**src/rtl/ifetch_pkg.sv**
```systemverilog
// Shared types and constants for the instruction fetch unit and the Controller.
// Contents: fetch FSM state enum, {pc, instr} FIFO entry, NOP encoding, major opcodes.
package ifetch_pkg;

    typedef enum logic [1:0] {
        StBoot,
        StRun,
        StDrain
    } state_e;

    typedef struct packed {
        logic [31:0] pc;
        logic [31:0] instr;
    } fetch_entry_t;

    // addi x0, x0, 0
    localparam logic [31:0] NOP_INSTR = 32'h0000_0013;

    localparam logic [6:0] OPC_LOAD   = 7'h03;
    localparam logic [6:0] OPC_STORE  = 7'h23;
    localparam logic [6:0] OPC_RTYPE  = 7'h33;
    localparam logic [6:0] OPC_BRANCH = 7'h63;

endpackage

```
**src/rtl/ifetch_fifo.sv**
```systemverilog
// Synchronous FIFO of {pc, instr} entries for the fetch unit.
// Ports: clk_i, rst_n_i (async active-low), flush_i (empties, wins over push/pop),
//        push_i/push_data_i, pop_i, head_o (oldest entry), count_o, empty_o, full_o.
// DEPTH must be a power of two so the pointers wrap naturally.
module ifetch_fifo
    import ifetch_pkg::*;
#(
    parameter int unsigned  DEPTH = 2,
    localparam int unsigned CntW  = $clog2(DEPTH) + 1
) (
    input  logic            clk_i,
    input  logic            rst_n_i,
    input  logic            flush_i,
    input  logic            push_i,
    input  fetch_entry_t    push_data_i,
    input  logic            pop_i,
    output fetch_entry_t    head_o,
    output logic [CntW-1:0] count_o,
    output logic            empty_o,
    output logic            full_o
);

    localparam int unsigned PtrW = $clog2(DEPTH);

    fetch_entry_t    mem_q [DEPTH];
    logic [PtrW-1:0] rd_ptr_q, wr_ptr_q;
    logic [CntW-1:0] count_q;
    logic            do_push, do_pop;

    assign empty_o = (count_q == '0);
    assign full_o  = (count_q == CntW'(DEPTH));
    assign do_pop  = pop_i && !empty_o;
    // A full FIFO can still accept a push when the head leaves in the same cycle.
    assign do_push = push_i && (!full_o || do_pop);
    assign head_o  = mem_q[rd_ptr_q];
    assign count_o = count_q;

    always_ff @(posedge clk_i or negedge rst_n_i) begin
        if (!rst_n_i) begin
            rd_ptr_q <= '0;
            wr_ptr_q <= '0;
            count_q  <= '0;
        end else if (flush_i) begin
            rd_ptr_q <= '0;
            wr_ptr_q <= '0;
            count_q  <= '0;
        end else begin
            if (do_push) wr_ptr_q <= wr_ptr_q + PtrW'(1);
            if (do_pop)  rd_ptr_q <= rd_ptr_q + PtrW'(1);
            count_q <= count_q + CntW'(do_push) - CntW'(do_pop);
        end
    end

    always_ff @(posedge clk_i) begin
        if (do_push && !flush_i) mem_q[wr_ptr_q] <= push_data_i;
    end

endmodule

```
**src/rtl/instr_fetch.sv**
```systemverilog
// Instruction fetch unit: keeps the PC, issues word fetches over req/gnt/rvalid,
// buffers responses and hands {pc, instr} to decode over valid/ready.
// Ports:
//   clk_i, rst_n_i                    clock, async active-low reset
//   imem_req_o, imem_addr_o           fetch request and word-aligned address
//   imem_gnt_i, imem_rvalid_i,
//   imem_rdata_i                      grant, in-order response valid and data
//   redirect_i, redirect_pc_i         one-cycle restart at a new PC (flushes)
//   instr_valid_o, instr_ready_i,
//   instr_o, pc_o                     decode handshake and FIFO head
//   misalign_o                        sticky misaligned-redirect flag (only with
//                                     IFETCH_MISALIGN_CHK_EN defined)
// Build option: IFETCH_MISALIGN_CHK_EN enables the misaligned-redirect check.
module instr_fetch
    import ifetch_pkg::*;
#(
    parameter logic [31:0] RESET_PC   = 32'h0000_0000,
    parameter int unsigned FIFO_DEPTH = 2
) (
    input  logic        clk_i,
    input  logic        rst_n_i,
    output logic        imem_req_o,
    output logic [31:0] imem_addr_o,
    input  logic        imem_gnt_i,
    input  logic        imem_rvalid_i,
    input  logic [31:0] imem_rdata_i,
    input  logic        redirect_i,
    input  logic [31:0] redirect_pc_i,
    output logic        instr_valid_o,
    input  logic        instr_ready_i,
    output logic [31:0] instr_o,
`ifdef IFETCH_MISALIGN_CHK_EN
    output logic [31:0] pc_o,
    output logic        misalign_o
`else
    output logic [31:0] pc_o
`endif
);

    localparam int unsigned CntW = $clog2(FIFO_DEPTH) + 1;
    localparam int unsigned SumW = CntW + 1;

    state_e          state_q, state_d;
    logic [31:0]     fetch_pc_q, fetch_pc_d;
    logic [CntW-1:0] outst_q, outst_d;
    logic [CntW-1:0] fifo_count;
    logic            fifo_empty, fifo_full;
    fetch_entry_t    fifo_head, last_q, push_entry;
    logic [SumW-1:0] credits_used;
    logic [31:0]     redirect_target;
    logic            grant, resp, push, pop;
    logic            halt, misalign_set;

`ifdef IFETCH_MISALIGN_CHK_EN
    logic misalign_q;

    assign misalign_set = redirect_i && (redirect_pc_i[1:0] != 2'b00);
    assign halt         = misalign_q;
    assign misalign_o   = misalign_q;

    always_ff @(posedge clk_i or negedge rst_n_i) begin
        if (!rst_n_i) misalign_q <= 1'b0;
        else          misalign_q <= misalign_q | misalign_set;
    end
`else
    assign misalign_set = 1'b0;
    assign halt         = 1'b0;
`endif

    assign redirect_target = redirect_pc_i & 32'hFFFF_FFFC;

    // Every buffered word and every in-flight request holds one FIFO slot.
    assign credits_used = SumW'(fifo_count) + SumW'(outst_q);
    assign imem_req_o   = (state_q == StRun) && !halt && (credits_used < SumW'(FIFO_DEPTH));
    assign imem_addr_o  = fetch_pc_q;

    assign grant = imem_req_o && imem_gnt_i;
    // Responses with nothing outstanding (e.g. from before a reset) are ignored.
    assign resp  = imem_rvalid_i && (outst_q != '0);
    assign pop   = instr_valid_o && instr_ready_i && !redirect_i;
    assign push  = resp && (state_q == StRun) && !redirect_i && (!fifo_full || pop);

    // In RUN all in-flight requests are consecutive words ending at fetch_pc - 4,
    // so the oldest one (the one answering now) sits outst_q words back.
    assign push_entry.pc    = fetch_pc_q - (32'(outst_q) << 2);
    assign push_entry.instr = imem_rdata_i;

    always_comb begin
        state_d    = state_q;
        fetch_pc_d = fetch_pc_q;
        outst_d    = outst_q + CntW'(grant) - CntW'(resp);

        if (redirect_i)  fetch_pc_d = redirect_target;
        else if (grant)  fetch_pc_d = fetch_pc_q + 32'd4;

        unique case (state_q)
            StBoot:  state_d = StRun;
            StRun: begin
                if (redirect_i && ((outst_d != '0) || misalign_set)) state_d = StDrain;
            end
            StDrain: begin
                if (!redirect_i && (outst_d == '0)) state_d = StRun;
            end
            default: state_d = StBoot;
        endcase
    end

    always_ff @(posedge clk_i or negedge rst_n_i) begin
        if (!rst_n_i) begin
            state_q    <= StBoot;
            fetch_pc_q <= RESET_PC & 32'hFFFF_FFFC;
            outst_q    <= '0;
            last_q     <= '{pc: RESET_PC, instr: NOP_INSTR};
        end else begin
            state_q    <= state_d;
            fetch_pc_q <= fetch_pc_d;
            outst_q    <= outst_d;
            if (pop) last_q <= fifo_head;
        end
    end

    ifetch_fifo #(
        .DEPTH (FIFO_DEPTH)
    ) u_fifo (
        .clk_i       (clk_i),
        .rst_n_i     (rst_n_i),
        .flush_i     (redirect_i),
        .push_i      (push),
        .push_data_i (push_entry),
        .pop_i       (pop),
        .head_o      (fifo_head),
        .count_o     (fifo_count),
        .empty_o     (fifo_empty),
        .full_o      (fifo_full)
    );

    // Decode sees the last consumed entry while the FIFO is empty.
    assign instr_valid_o = !fifo_empty;
    assign instr_o       = fifo_empty ? last_q.instr : fifo_head.instr;
    assign pc_o          = fifo_empty ? last_q.pc    : fifo_head.pc;

endmodule

```
**config.mk**
```make
export PLATFORM = sky130hd
export DESIGN_NAME = instr_fetch
export DESIGN_NICKNAME = d
export VERILOG_FILES = /design/src/rtl/ifetch_pkg.sv /design/src/rtl/ifetch_fifo.sv /design/src/rtl/instr_fetch.sv
export SDC_FILE = /design/constraint.sdc
export NUM_CORES = 1
export LEC_CHECK = 0
export ABC_AREA = 1
export CAP_MARGIN = 20
export CELL_PAD_IN_SITES_DETAIL_PLACEMENT = 1
export CELL_PAD_IN_SITES_GLOBAL_PLACEMENT = 1
export CORE_ASPECT_RATIO = 2
export CORE_MARGIN = 8
export CORE_UTILIZATION = 23
export CTS_BUF_LIST = sky130_fd_sc_hd__clkbuf_8 sky130_fd_sc_hd__clkbuf_16
export DETAILED_ROUTE_END_ITERATION = 8
export PLACE_DENSITY = 0.59
export SETUP_SLACK_MARGIN = 0.05
export SLEW_MARGIN = 20
export SYNTH_ARGS = -nofsm -noshare
export SYNTH_HDL_FRONTEND = slang
export SYNTH_HIERARCHICAL = 1
export SYNTH_SLANG_ARGS = --single-unit
```
**constraint.sdc**
```tcl
create_clock -name clk_i -period 10.75 [get_ports clk_i]
set_clock_uncertainty 0.15 [all_clocks]
set_input_delay 2.15 -clock clk_i [delete_from_list [all_inputs] [get_ports clk_i]]
set_output_delay 2.15 -clock clk_i [all_outputs]
set_load 0.01 [all_outputs]
```
# --- After elaboration in Yosys (flattened, before gate mapping) ---
# Memory sizes are Yosys's and may differ from the RTL's.
# Cells that the tools add are included.
totals:
  mem_bits_rw: 128
  input_bits: 70
  reg_bits: 104
  word_cells: 65
  n_memories: 1
mem_list:
  columns: ["name", "words", "width", "read_ports", "rd_clocked_by_memory_dff", "write_ports", "line", "source"]
  rows:
  - ["u_fifo.mem_q", 2, 64, 1, 0, 1, "ifetch_fifo.sv:25", "fetch_entry_t mem_q [DEPTH];"]
op_classes:
  n_reduce_logical: 27
  n_addsub: 9
  eq_ne: 5
  magnitude_cmp: 1
  muxes: 14
op_table:
  columns: ["cell", "count"]
  rows:
  - ["two-way mux 32 bit", 4]
  - ["adder 32 x 3 -> 32 bit (second input constant)", 1]
  - ["subtractor 32 x 4 -> 32 bit", 1]
  - ["logical AND 1 bit", 13]
  - ["nonzero test 2 bit", 5]
  - ["zero test 2 bit", 3]
  - ["two-way mux 1 bit", 6]
  - ["two-way mux 2 bit", 3]
  - ["case mux 2 bit (3 select lines)", 1]
  - ["adder 2 x 1 -> 2 bit", 2]
  - ["== test 2 bit (second input constant)", 2]
  - ["subtractor 2 x 1 -> 2 bit", 2]
  - ["adder 2 x 2 -> 3 bit", 1]
  - ["zero test 1 bit", 3]
  - ["less-than comparator 3 x 2 -> 1 bit (second input constant)", 1]
  - ["adder 1 bit (second input constant)", 2]
  - ["== test 2 x 1 -> 1 bit (second input constant)", 1]
  - ["logical OR 1 bit", 2]
  - ["!= test 2 x 1 -> 1 bit (second input constant)", 1]
  - ["!= test 2 bit (second input constant)", 1]
  - ["AND reduction 2 bit", 1]

# --- Longest topological paths before layout ---
# Gate-level depths: netlist (run 1).
depth:
  depth_word: 10
  ltp_mapped: 17

# --- Hierarchy ---
# Netlist (run 1), hierarchy kept.
modules_own_cells:
  columns: ["module", "area_per_inst_um2", "cells_each", "seq_area_each_um2", "n_inst"]
  rows:
  - ["instr_fetch", 6399.9, 941, 2456.1, 1]
  - ["ifetch_fifo", 4927.2, 373, 3943.8, 1]

# --- Worst setup path before layout (run 1) ---
# No wires, ideal clock.
synth_path:
  path_kind: "input -> register"
  start: "in redirect_i"
  end: "mem u_fifo/mem_q[1][0] (netlist bit) (enable)"
  cell_stages: 7
  t_arrival_ns: 7.745
  n_path_buf: 2
  setup_time_ns: 0.565
  path_slack_ns: 2.289
  cell_sequence: "buf_2 inv_2 nand3_2 buf_2 a2111oi_1 o21ai_2 nor3_1"
synth_via:
  elab_chain_cells: 8
  word_cells_on_any_way: 11
  classes_between: "mux: 2; reduce/logical: 9"
synth_rtl:
  columns: ["item", "line", "source"]
  rows:
  - ["start, declared", "instr_fetch.sv:27", "input logic redirect_i,"]
  - ["zero test 1 bit (*)", "instr_fetch.sv:80, instr_fetch.sv:81", null]
  - ["logical AND 1 bit", "instr_fetch.sv:80", "assign pop = instr_valid_o && instr_ready_i && !redirect_i;"]
  - ["logical OR 1 bit", "instr_fetch.sv:81", "assign push = resp && (state_q == StRun) && !redirect_i && (!fifo_full || pop);"]
  - ["logical AND 1 bit (*)", "instr_fetch.sv:81", null]
  - ["via push", "instr_fetch.sv:51", "logic grant, resp, push, pop;"]
  - ["logical AND 1 bit (*)", "ifetch_fifo.sv:34", "assign do_push = push_i && (!full_o || do_pop);"]
  - ["logical AND 1 bit (*)", "ifetch_fifo.sv:55", "if (do_push && !flush_i) mem_q[wr_ptr_q] <= push_data_i;"]
  - ["two-way mux 1 bit (*)", "ifetch_fifo.sv:55", null]
  - ["two-way mux 1 bit (not written as such) (*)", "ifetch_fifo.sv:55", null]
  - ["end, declared", "ifetch_fifo.sv:25", null]
# The timed path passes the listed nets; every way through them passes the cells marked *.

# --- Worst setup path after layout (run 1) ---
layout_path:
  start: "in redirect_i"
  end: "mem u_fifo/mem_q[0][10] (netlist bit) (enable)"
# Same word-level chain as after synthesis.

==> results of run 1 <==
-- state kept, by name, indices dropped and copies added (netlist names) --
register	flops
state_q	2
outst_q	2
last_q	64
u_fifo/mem_q	128
imem_addr_o	30
u_fifo/wr_ptr_q	1
u_fifo/count_o	2
u_fifo/rd_ptr_q	1
-- worst paths after layout --
path,end,slack [ps],startpoint,cells past startpoint
min in group asynchronous,last_q[29],1470,rst_n_i,1
worst max-delay path,u_fifo/mem_q[0][10],4510,redirect_i,8
worst min-delay path,last_q[36],330,last_q[36],2
worst max register to register,u_fifo/mem_q[0][10],5770,u_fifo/count_o[1],9
worst min register to register,last_q[36],330,last_q[36],2
max in group asynchronous,last_q[52],7680,rst_n_i,2
-- synth_stat cells (2+ instances only) --
| master | count | area, µm² |
|---|---|---|
| a21oi_1 | 4 | 20.0 |
| buf_2 | 27 | 135 |
| buf_4 | 3 | 22.5 |
| buf_6 | 9 | 101 |
| clkbuf_1 | 21 | 78.8 |
| dfrtp_1 | 99 | 2480 |
| dfstp_2 | 3 | 78.8 |
| edfxtp_1 | 128 | 3840 |
| fa_1 | 2 | 40.0 |
| ha_1 | 6 | 75.1 |
| inv_1 | 137 | 514 |
| inv_2 | 4 | 15.0 |
| nand2_1 | 493 | 1850 |
| nand2_2 | 4 | 25.0 |
| nand3_1 | 50 | 250 |
| nand3_2 | 2 | 20.0 |
| nand4_1 | 6 | 37.5 |
| nor2_1 | 90 | 338 |
| nor2_2 | 8 | 50.1 |
| nor2_4 | 8 | 90.1 |
| nor3_1 | 5 | 25.0 |
| o211ai_1 | 3 | 22.5 |
| o21ai_0 | 142 | 711 |
| o21bai_1 | 8 | 60.1 |
| o221ai_1 | 2 | 17.5 |
| xnor2_1 | 5 | 43.8 |
| xor2_1 | 35 | 307 |
-- power breakdown --
group | internal [W] | total (W) | leakage [nW] | switching, W
logic | 0.000471 | 0.00103 | 3.27 | 0.000559
registers | 0.00112 | 0.00125 | 2.43 | 0.000130
clock network | 0.000475 | 0.000841 | 0.394 | 0.000366
-- logic make-up (layout without fill, tap and decap cells) --
group                      count (synthesis)  count (layout)
DFF                                      230             230
adders and majority gates                  8               8
and+or+nand+nor                          670             670
AOI/OAI and AO/OA                        162             162
xor gates and xnor gates                  40              40
buffers and inverters                    203             358
other                                      1               6
-- metal layers --
| layer | wire length, µm | up-vias | track usage | share of wire |
|---|---|---|---|---|
| met2 | 15300 | 209 | 0.195 | 0.46 |
| li1 | - | 4445 | - | - |
| met3 | 1810 | 36 | 0.0236 | 0.055 |
| met1 | 15300 | 4124 | 0.152 | 0.47 |
| met5 | 0 | - | 0 | 0 |
| met4 | 543 | 0 | 0.0273 | 0.016 |
-- cell usage in the layout (no fill, tap or decap), types with 6 or more instances in the layout --
cell type / synthesis / routed
o21ai_0: 142 / 142
nor2_1: 90 / 89
clkbuf_16: 0 / 25
clkinv_2: 0 / 7
nand3_1: 50 / 50
dfrtp_1: 99 / 98
nor2_2: 8 / 8
edfxtp_1: 128 / 128
ha_1: 6 / 6
clkdlybuf4s50_1: 0 / 162
nand4_1: 6 / 6
xor2_1: 35 / 35
o21bai_1: 8 / 8
nor2_4: 8 / 9
conb_1: 1 / 6
inv_1: 137 / 139
nand2_1: 493 / 493
buf_4: 3 / 9
-- worst reg2reg max path, delay by kind of cell (launching register included) --
family | cells | cell delay (ps)
compound gates | 2 | 1040
buf+inv | 4 | 1400
flops | 1 | 430
simple gates | 3 | 1520
-- final cells by class --
cell class,instances,area (µm²),share of cell area
timing repair buffer,171,1690,0.118
sequential,230,6400,0.447
tap,643,805,0.0562
clock inverter,21,169,0.0118
multi-input combinational,886,4090,0.286
inverter,141,531,0.0371
clock buffer,25,626,0.0437
-- per-stage QoR --
stage | instance area (µm²) | hold slack [ps]
6_report | 14300 | 330
5_1_grt | 14300 | 353
4_1_cts | 14300 | 339
3_5_place_dp | 13500 | 324
3_3_place_gp | 13500 | 316
2_1_floorplan | 11300 | 303
==> run_results.csv, run 1 <==
group,metric,value,unit
finish,fin_nets,1533,
synthesis,synth_cell_type_count,37,
timing,period_needed,6240,ps
place,numPortBuffers,163,
clock_network,tritoncts,"built",
synthesis,synth_top_family_by_area,"simple AND/OR/NAND/NOR gates",
setup_path,path_delay_family,"buffers and inverters",
setup_path,worstSetupPathType,"in -> reg",
clock_network,postCtsSetupBuffers,0,
synthesis,synthXorXnorAreaFrac,0.0309,
die,fp.dieArea,57000,µm²
finish,fillers,5811,
clock_network,htree_num_levels,1,
timing,slew_violations,0,
clock_network,ctsHoldBuffers,0,
place,post-dp-hpwl,23300,µm
die,die_w,173,µm
finish,final_cells,2117,
pwr,leakagePower,6.09,nW
global_route,grt_pass1_vias,9398,
setup_path,path_common_cell,"buf_4",
timing,setup_viol,0,
synthesis,synth-compound-area-share,0.0756,
synthesis,synthMuxAreaShare,0,
clock_network,cts_buffer_depth,3,
route,post-route-drc-count,0,
pwr,ir_drop,0.000108,V
timing,hold_viol,0,
setup_path,crit_arrival,6260,ps
setup_path,cp_data_required_time,10760,ps
finish,diodes,0,
route,wire_per_inst,15.6,µm
worst_hold_path,hold_path.class,"reg -> reg",
setup_path,crit_fanout,57,
synthesis,async_flop_share,0.443,
global_route,grt-ovfl-total,0,
clock_network,worstSkewPairLatency,540,ps
pwr,power_density,218,nW/µm²
synthesis,synth-seq-cells,230,
synthesis,syn_area,11300,µm²
place,gp_congestion,0.788,
setup_path,critPathBufInv,4,
die,die_h,330,µm
timing,fmaxAchievable,0.160,GHz
place,dp_cells,2071,
status,status,"finished clean",
synthesis,synthCells,1314,
timing,tns,0,ps
timing,slew_headroom,0.315,
synthesis,avgSynthCellArea,8.62,µm²
setup_path,cp_cell_sequence,"clkdlybuf4s50_1, buf_4, inv_2, nand3_4, a2111oi_1, o21ai_2, nor2_4, buf_4",
global_route,grt_use_total,0.116,
die,ioPinCount,168,
global_route,grt_max_degree,93,
timing,rsz0062_at_grt,"no",
timing,worst_pin_slew,1030,ps
clock_network,clkSinkCount,230,
clock_network,cts_buffers,25,
clock_network,root_buffer,"clkbuf_16",
synthesis,yosysSeqAreaShare,0.565,
clock_network,clk_pin_slew,60,ps
route,avgViaCountPerCell,4.16,
global_route,grt_pass1_wl,53400,µm
global_route,antenna_found_initial,0,
finish,drive_gt1_frac,0.0577,
synthesis,synth_edf_count,128,
synthesis,synthAdderAreaFrac,0.0102,
route,drt-pass1-iter-count,4,
synthesis,ys_warn_count,6,
run,max-cap-violations,0,
synthesis,synth-main-ff-cell,"edfxtp_1",
pwr,power.total,0.00312,W
setup_path,crit_slowest_cell,"nor2_4",
finish,final_util,0.293,
place,post-place-ws,3830,ps
setup_path,start_kind,"input port",
route,vias,8814,
die,core_area,48900,µm²
die,start_util,0.232,
timing,finalCritPeriodShare,0.581,
finish,area_delta_synth_final,26.3,%
route,ant_nets,0,
clock_network,ctsResizeCount,0,
synthesis,synth-simple-area-share,0.241,
die,fp-row-count,115,
route,drt_iter0_markers,493,
route,routed_wl,32900,µm
timing,setup_ws,4510,ps
setup_path,end_kind,"flip-flop",
setup_path,cp_slowest_stage_delay,820,ps
(Power assumes the default switching activity.)
==> run 2: changes to the inputs <==
- clock period: 10.75 -> 6.3 ns (I/O delays scaled with it)
==> run 2 against run 1 <==
Net effect: non-clock buffer count increased by 7; critical endpoint is now pc_o[3]; largest power group unchanged; critical path type is now reg -> out; utilization increased by 0.16 points; total power increased by 71%.
==> run_results.csv, run 2 (same netlist as run 1, synthesis figures left out) <==
group,metric,value,unit
global_route,antenna_found_initial,0,
global_route,grt_use_total,0.115,
finish,area_delta_synth_final,27.0,%
global_route,grt_pass1_vias,9174,
finish,multiInputGateArea,4100,µm²
finish,layout_commonest_cell,"nand2_1",
finish,layout_common_cells,"nand2_1, clkdlybuf4s50_1, o21ai_0",
run,max-cap-violations,0,
place,place_area,13600,µm²
timing,hold_viol,0,
clock_network,root_buffer,"clkbuf_16",
finish,fin_nets,1539,
setup_path,worstRegToRegCells,9,
die,die_h,330,µm
pwr,power_density,371,nW/µm²
die,ioPinCount,168,
clock_network,ctsHoldBuffers,0,
setup_path,crit_arrival,3360,ps
finish,fillers,5822,
finish,drive_gt1_frac,0.0609,
route,drt-pass1-iter-count,4,
finish,ff_latch_area,6400,µm²
route,post-route-drc-count,0,
setup_path,r2r-start,"u_fifo/count_o[1]",
setup_path,rr_endpoint,"u_fifo/mem_q[0][33]",
route,routed_wl,33000,µm
timing,rsz0062_at_grt,"no",
global_route,grt-ovfl-total,0,
pwr,power_frac_clock,0.271,
timing,worst_pin_slew,882,ps
worst_hold_path,hold_end,"last_q[52]",
clock_network,tritoncts,"built",
clock_network,postCtsSetupBuffers,0,
global_route,grt_pass1_wl,52300,µm
finish,diodes,0,
route,drt_iter0_markers,262,
setup_path,worstSetupPathType,"reg -> out",
pwr,leakagePower,6.16,nW
route,vias,8810,
worst_hold_path,hp-start,"last_q[52]",
timing,slew_violations,0,
worst_hold_path,hold_depth,2,
timing,period_needed,4770,ps
place,numPortBuffers,163,
setup_path,crit_fanout,64,
setup_path,cp_data_required_time,4890,ps
finish,largest_reg_flops,128,
route,ant_nets,0,
pwr,ir_drop,0.000177,V
clock_network,cts_buffers,24,
timing,slew_headroom,0.412,
place,dp_cells,2078,
timing,finalCritPeriodShare,0.758,
clock_network,worstSkewPairLatency,540,ps
die,start_util,0.232,
pwr,p_int,0.00355,W
die,core_area,48900,µm²
pwr,p_sw,0.00179,W
die,fp-row-count,115,
clock_network,htree_num_levels,1,
route,wire_per_inst,15.5,µm
setup_path,start_kind,"flip-flop",
pwr,pwr-share-seq,0.398,
worst_hold_path,hold_path.class,"reg -> reg",
status,status,"finished clean",
timing,tns,0,ps
setup_path,r2r_setup_slack,1990,ps
pwr,p_sw_frac,0.335,
clock_network,clkSinkCount,230,
timing,setup_viol,0,
die,fp.dieArea,57000,µm²
die,die_w,173,µm
route,avgViaCountPerCell,4.15,
pwr,p_comb_frac,0.331,
finish,final_cells,2122,
setup_path,end_kind,"primary output",
clock_network,clk_pin_slew,60,ps
finish,finish.instance_area,14400,µm²
timing,fmaxAchievable,0.209,GHz
finish,largest-register,"u_fifo/mem_q",
global_route,grt_max_degree,71,
clock_network,ctsResizeCount,0,
place,gp_congestion,0.786,
clock_network,cts_buffer_depth,3,
place,post-dp-hpwl,23600,µm
==> run 2: cell count changes in the layout (fill, tap and decap cells not counted) <==
| cell | before | now |
|---|---|---|
| buf_4 | 9 | 16 |
| clkinvlp_4 | 4 | 1 |
| clkbuf_8 | 0 | 2 |
| clkinv_1 | 3 | 1 |
| inv_1 | 139 | 141 |
| clkinv_16 | 0 | 1 |
| clkinv_2 | 7 | 6 |
| inv_6 | 2 | 1 |
| nor3_2 | 1 | 0 |
| nor3_4 | 0 | 1 |
==> run 2: worst max-delay path, cell delays in order (launching register included) <==
cell             delay [ps]
dfrtp_1                 420
inv_1                    80
nand2_1                 150
clkinv_2                650
buf_4                   560
o21ai_0                 300
clkdlybuf4s50_1         610
==> run 2: worst max-delay path by stage <==
stage	cells past startpoint	to	from
2_1_floorplan	7	u_fifo/mem_q[0][0]	redirect_i
3_3_place_gp	8	u_fifo/mem_q[0][19]	redirect_i
3_5_place_dp	8	u_fifo/mem_q[0][26]	redirect_i
4_1_cts	6	pc_o[3]	u_fifo/count_o[1]
5_1_grt	6	instr_o[28]	u_fifo/count_o[1]
6_report	6	pc_o[3]	u_fifo/count_o[1]
==> run 2: power by group through the flow <==
stage                     Combinational, W  Clock (W)  Sequential, W
final                              0.00177    0.00144        0.00213
after global routing               0.00200    0.00156        0.00217
after CTS                          0.00183    0.00150        0.00213
after detailed placement           0.00182          0        0.00216
after global placement             0.00179          0        0.00215
after floorplan                   0.000924          0        0.00210
==> run 2: final cells by class <==
cell class,count,area share
clock buffer,27,0.0454
inverter,141,0.0369
clock inverter,17,0.0113
timing repair buffer,178,0.121
sequential,230,0.445
tap,643,0.0559
multi-input combinational,886,0.285
==> run 2: routing by layer <==
layer  GRT usage  wire length, µm  part of all wire  vias up
li1            -                -                 -     4442
met1       0.147            15200              0.46     4139
met2       0.192            15400              0.47      201
met3      0.0263             1840             0.056       28
met4      0.0284              597             0.018        0
met5           0                0                 0        -
==> run 2: through the flow <==
stage	power, W	setup WS, ps	util	hold slack (ps)
floorplan	0.00302	463	-	303
CTS	0.00546	1320	0.294	339
detailed placement	0.00397	1620	0.277	323
finish	0.00534	1530	0.294	333
global placement	0.00393	1650	0.277	316
global route	0.00573	1200	0.294	356
